**config.mk**
```make
export PLATFORM = sky130hd
export DESIGN_NAME = rca_16bit
export DESIGN_NICKNAME = d
export VERILOG_FILES = /design/src/rtl/full_adder.sv /design/src/rtl/rca_16bit.sv
export SDC_FILE = /design/constraint.sdc
export NUM_CORES = 1
export LEC_CHECK = 0
export CELL_PAD_IN_SITES_DETAIL_PLACEMENT = 0
export CELL_PAD_IN_SITES_GLOBAL_PLACEMENT = 1
export CORE_MARGIN = 1
export CORE_UTILIZATION = 29
export DETAILED_ROUTE_END_ITERATION = 6
export PLACE_DENSITY = 0.89
export SYNTH_ARGS = -nofsm -noshare
export SYNTH_HDL_FRONTEND = slang
export SYNTH_HIERARCHICAL = 1
export SYNTH_SLANG_ARGS = --single-unit
```
**constraint.sdc**
```tcl
create_clock -name clk -period 17.25 [get_ports clk]
set_clock_uncertainty 0.05 [all_clocks]
set_input_delay 2.5875 -clock clk [delete_from_list [all_inputs] [get_ports clk]]
set_output_delay 2.5875 -clock clk [all_outputs]
set_load 0.05 [all_outputs]
```
**src/rtl/full_adder.sv**
```systemverilog
// full_adder: one-bit full adder cell used to build the ripple chain
module full_adder (
    input  logic a,
    input  logic b,
    input  logic ci,
    output logic s,
    output logic co
);
    assign s  = a ^ b ^ ci;
    assign co = (a & b) | (a & ci) | (b & ci);
endmodule

```
**src/rtl/rca_16bit.sv**
```systemverilog
// rca_16bit: registered ripple-carry adder with carry-out and signed overflow
module rca_16bit #(
    parameter int WIDTH = 16
) (
    input  logic             clk,
    input  logic             rst_n,
    input  logic [WIDTH-1:0] a,
    input  logic [WIDTH-1:0] b,
    input  logic             cin,
    output logic [WIDTH-1:0] sum,
    output logic             cout,
    output logic             overflow
);
    logic [WIDTH:0]   w_c;
    logic [WIDTH-1:0] w_s;
    logic [WIDTH-1:0] r_sum;
    logic             r_cout;
    logic             r_overflow;
    assign w_c[0] = cin;
    for (genvar i = 0; i < WIDTH; i++) begin : g_fa
        full_adder u_fa (
            .a (a[i]),
            .b (b[i]),
            .ci(w_c[i]),
            .s (w_s[i]),
            .co(w_c[i+1])
        );
    end
    // signed overflow: carry into the MSB differs from carry out of it
    always_ff @(posedge clk) begin
        if (!rst_n) begin
            r_sum      <= '0;
            r_cout     <= 1'b0;
            r_overflow <= 1'b0;
        end else begin
            r_sum      <= w_s;
            r_cout     <= w_c[WIDTH];
            r_overflow <= w_c[WIDTH] ^ w_c[WIDTH-1];
        end
    end
    assign sum      = r_sum;
    assign cout     = r_cout;
    assign overflow = r_overflow;
endmodule

```
-- After elaboration in Yosys (flattened, before gate mapping)
Cells that the tools add are included.
- logic and storage cells: 116
- output and inout bits: 18
- input port bits: 35
- flip-flop bits (word level): 18
- bitwise operators: 113
- operator list (kind ; count):
    $and 1x1->1 ; 48
    $xor 1x1->1 ; 33
    $or 1x1->1 ; 32

-- Logic depth before layout (Yosys ltp)
- word-level depth: 49
- gate-level depth with buffers: 18

-- By module
The synthesis kept the hierarchy.
- modules (own cells, without submodules) (module ; area each (um2) ; cells an instance ; times used ; seq. area each (um2)):
    rca_16bit ; 510.5 ; 38 ; 1 ; 360.3
    full_adder ; 20.0 ; 1 ; 16 ; 0.0

-- Worst setup path before layout
No wires, ideal clock.
- path type: input to register
- start point: in a[0]
- end point: reg r_overflow, in the netlist overflow
- slack: 8.017 ns
- arrival: 9.067 ns
- buffers on the path: 0
- setup time: 0.116 ns
- cell stages on the path: 18
- data required time: 17.084 ns
- path through: fa_1 -> fa_1 -> fa_1 -> fa_1 -> fa_1 -> fa_1 -> fa_1 -> fa_1 -> fa_1 -> fa_1 -> fa_1 -> fa_1 -> fa_1 -> fa_1 -> fa_1 -> fa_1 -> xor2_1 -> and2_2
- longest elaborated chain between the ends: 49
- elaborated cells on any way between the ends: 65
- classes of those cells: bitwise (65)
- RTL lines (element ; line ; text):
    from (decl) ; rca_16bit.sv:7 ; input logic [WIDTH-1:0] a,
    $and 1x1->1 ; full_adder.sv:10 ; assign co = (a & b) | (a & ci) | (b & ci);
    $or 1x1->1 * (2 in a row) ; full_adder.sv:10 ;
    $and 1x1->1 ; full_adder.sv:10 ;
    $or 1x1->1 ; full_adder.sv:10 ;
    $or 1x1->1 * ; full_adder.sv:10 ;
    via w_c[2] ; rca_16bit.sv:14 ; logic [WIDTH:0] w_c;
    $and 1x1->1 ; full_adder.sv:10 ;
    $or 1x1->1 ; full_adder.sv:10 ;
    (+1 left out) ; - ;
    via w_c[3] ; rca_16bit.sv:14 ;
    (+3 left out) ; - ;
    via w_c[4] ; rca_16bit.sv:14 ;
    (+3 left out) ; - ;
    via w_c[5] ; rca_16bit.sv:14 ;
    (+3 left out) ; - ;
    via w_c[6] ; rca_16bit.sv:14 ;
    (+3 left out) ; - ;
    via w_c[7] ; rca_16bit.sv:14 ;
    (+3 left out) ; - ;
    via w_c[8] ; rca_16bit.sv:14 ;
    (+3 left out) ; - ;
    via w_c[9] ; rca_16bit.sv:14 ;
    (+3 left out) ; - ;
    via w_c[10] ; rca_16bit.sv:14 ;
    (+3 left out) ; - ;
    via w_c[11] ; rca_16bit.sv:14 ;
    (+3 left out) ; - ;
    via w_c[12] ; rca_16bit.sv:14 ;
    (+3 left out) ; - ;
    via w_c[13] ; rca_16bit.sv:14 ;
    (+3 left out) ; - ;
    via w_c[14] ; rca_16bit.sv:14 ;
    (+1 left out) ; - ;
    $or 1x1->1 ; full_adder.sv:10 ;
    $or 1x1->1 * ; full_adder.sv:10 ;
    via w_c[15] ; rca_16bit.sv:14 ;
    $and 1x1->1 ; full_adder.sv:10 ;
    $or 1x1->1 ; full_adder.sv:10 ;
    $or 1x1->1 * ; full_adder.sv:10 ;
    via w_c[16] ; rca_16bit.sv:14 ;
    $xor 1x1->1 * ; rca_16bit.sv:38 ; r_overflow <= w_c[WIDTH] ^ w_c[WIDTH-1];
    to (signal assigned) ; rca_16bit.sv:38 ;
    to (decl) ; rca_16bit.sv:18 ; logic r_overflow;
Mark *: on every way through the listed nets, which the timed path passes. The rest lies on a longest branch.
A chain may end at the register's enable or synchronous reset.

-- Final worst setup path
- start point: in a[0]
- end point: reg r_overflow, in the netlist overflow
- longest elaborated chain between the ends: 49
- elaborated cells on any way between the ends: 65
- classes of those cells: bitwise (65)
- RTL lines (element ; line):
    $and 1x1->1 ; full_adder.sv:10
    $or 1x1->1 * (2 in a row) ; full_adder.sv:10
    via w_c[1] ; rca_16bit.sv:14
    $and 1x1->1 ; full_adder.sv:10
    $or 1x1->1 ; full_adder.sv:10
    $or 1x1->1 * ; full_adder.sv:10
    via w_c[2] ; rca_16bit.sv:14
    $and 1x1->1 ; full_adder.sv:10
    (+2 left out) ; -
    via w_c[3] ; rca_16bit.sv:14
    (+3 left out) ; -
    via w_c[4] ; rca_16bit.sv:14
    (+3 left out) ; -
    via w_c[5] ; rca_16bit.sv:14
    (+3 left out) ; -
    via w_c[6] ; rca_16bit.sv:14
    (+3 left out) ; -
    via w_c[7] ; rca_16bit.sv:14
    (+3 left out) ; -
    via w_c[8] ; rca_16bit.sv:14
    (+3 left out) ; -
    via w_c[9] ; rca_16bit.sv:14
    (+3 left out) ; -
    via w_c[10] ; rca_16bit.sv:14
    (+3 left out) ; -
    via w_c[11] ; rca_16bit.sv:14
    (+3 left out) ; -
    via w_c[12] ; rca_16bit.sv:14
    (+3 left out) ; -
    via w_c[13] ; rca_16bit.sv:14
    (+3 left out) ; -
    via w_c[14] ; rca_16bit.sv:14
    (+1 left out) ; -
    $or 1x1->1 ; full_adder.sv:10
    $or 1x1->1 * ; full_adder.sv:10
    via w_c[15] ; rca_16bit.sv:14
    $and 1x1->1 ; full_adder.sv:10
    $or 1x1->1 ; full_adder.sv:10
    $or 1x1->1 * ; full_adder.sv:10
    via w_c[16] ; rca_16bit.sv:14
    $xor 1x1->1 * ; rca_16bit.sv:38
Marked as above.

==> run metrics <==
RSZ-0062 raised after global routing=no; CTS HTree Levels=1; WL/cell=between 10 and 15 um; Die Ht=between 50 and 60 um; Placed Cells=136; Syn. warnings=6; filler instances=between 200 and 250; Syn Area/Cell=approximately 15 um^2; Layout Nets=161; Worst setup EP type=register; first-pass GRT wire length=2560 um; total track usage=10.9%; worst path cell trace=clkdlybuf4s50_1, fa_1, fa_1, fa_1, fa_1, fa_1, fa_1, fa_1, fa_1, fa_1, fa_1, fa_1, fa_1, fa_1, fa_1, fa_1, fa_1, xor2_1, and2_2; Post-CTS Setup Inserts=0; vias in the first global route=607; largest net degree at the start of global routing=19; Clock Tree Buf Depth=2; Critical Path AT=approximately 10 ns; Top cell by count, worst path=fa_1; grt ovf=0; Clk Tree Root Cell=clkbuf_4; leakage=0.549 nW; WP data required=around 17 ns; worst-margin pin slew=slightly above 0.5 ns; Max Cap Viol=0; Min Clock Period, post-route=9.58 ns; Crit path buffers/inverters=1; Worst path max stage delay=0.44 ns; Crit-path slowest cell=fa_1; Synth Register Bits=18; row count=19; IO Pins=53; initial antenna violation count=0; fin area=approximately 1400 um^2; DRC=0; chip width=55.5 um; worst setup margin=7.67 ns; core area=2730 um^2; final-report hold violation count=0; register area share after synthesis=between 40% and 50%; Hold-fix buffers, CTS=0; routed vias/inst=slightly above 4; Peak supply drop=slightly below 0.00005 V; Routed Antenna Nets=0; fin. max-slew vios=0; Setup violations, final=0; distinct cell type count of the synthesized netlist=6; Starting DRT DRC Count=3; CTS Buf Count=3; router iterations before antenna repair=4; RePlAce Congestion=0.631; power per cell area=87.4 nW/um^2; Non-Filler Instances=140; layout cells sized above 1=between 10% and 20%; Post-DP Area=1380 um^2; post-cts sizing count=0; Post-Place Worst Slack=roughly 7.3 ns; Synth Instances=54; worst hold slack=3.01 ns; Slew headroom=66.1%; Die Area=between 3000 and 4000 um^2; final WL=1480 um; Post-Syn Nets=around 110; HP Class=in2reg; crit-path max FO=2; Final Cycle Share=between 50% and 60%; netlist area before placement=831 um^2; Startpoint Class=input port; Layout area overhead=70.3%; crit-path leading delay family=adder cells; WS Path Type=in2reg; I/O Buffers=52; Clock transition at path regs=around 0.10 ns; Vias=around 570; Starting Density=between 30% and 40%; maximum achievable frequency=about 0.10 GHz; CTS tree=built; TritonCTS Sinks=18; Antenna diodes=0; Final TNS setup=0 ns; status=finished, final reports clean
[placed cells by master (no fill, tap or decap), drive strengths merged]
master,n
clkbuf,4
and2,18
clkdlybuf4s50,52
xor2,1
fa,16
dfxtp,18
[stage by stage]
step / utilization [%] / power, W
final: 51.8 / 0.000124
after global routing: 51.8 / 0.000131
after CTS: 51.8 / 0.000125
after detailed placement: 50.4 / 0.0000995
after global placement: 50.4 / 0.0000987
after floorplan: - / 0.0000780
[sequential cells by signal, summed over array words and instances (netlist names)]
register	cells
cout	1
overflow	1
sum	16
[worst paths after layout]
kind              startpoint        to  slack (ns)  cells after the start
hold / removal           cin    sum[0]        3.01                      3
setup / recovery        a[0]  overflow        7.67                     19
[synth_stat cells]
cell type / number / area (um^2)
xor2_1: 1 / 8.76
buf_6: 1 / 11.3
fa_1: 16 / 320
and2_1: 4 / 25.0
and2_2: 14 / 105
dfxtp_1: 18 / 360
[metal layers]
metal | global-route usage, % | share of wire [%]
met5 | 0 | 0
met2 | 21.7 | 61
met3 | 1.87 | 3.9
met4 | 6.43 | 1.4
met1 | 10.2 | 34
[logic make-up (layout without fill, tap and decap cells)]
logic type | Yosys count | count (layout) | synth area share (%)
fa+ha+maj | 16 | 16 | 38.6
flops | 18 | 18 | 43.4
xor+xnor | 1 | 1 | 1.05
buf+inv | 1 | 56 | 1.36
simple gates | 18 | 18 | 15.7
[power by group]
| part | leakage [nW] | switching, W | internal, W |
|---|---|---|---|
| logic | 0.378 | 0.0000276 | 0.0000223 |
| registers | 0.150 | 0.00000119 | 0.0000469 |
| clock network | 0.0210 | 0.0000129 | 0.0000128 |
[final cells by class]
class / instances / area [um^2] / share of cell area [%]
repair buffers: 52 / 520 / 36.8
multi-input cells: 35 / 459 / 32.4
flip-flops and latches: 18 / 360 / 25.5
well taps: 31 / 38.8 / 2.74
clock buffers: 4 / 36.3 / 2.56
[tightest hold or removal path: stages]
cell and delay [ns]:
clkdlybuf4s50_1 0.47, fa_1 0.14, and2_2 0.12
Note: power is estimated with default switching activity, not from simulation.
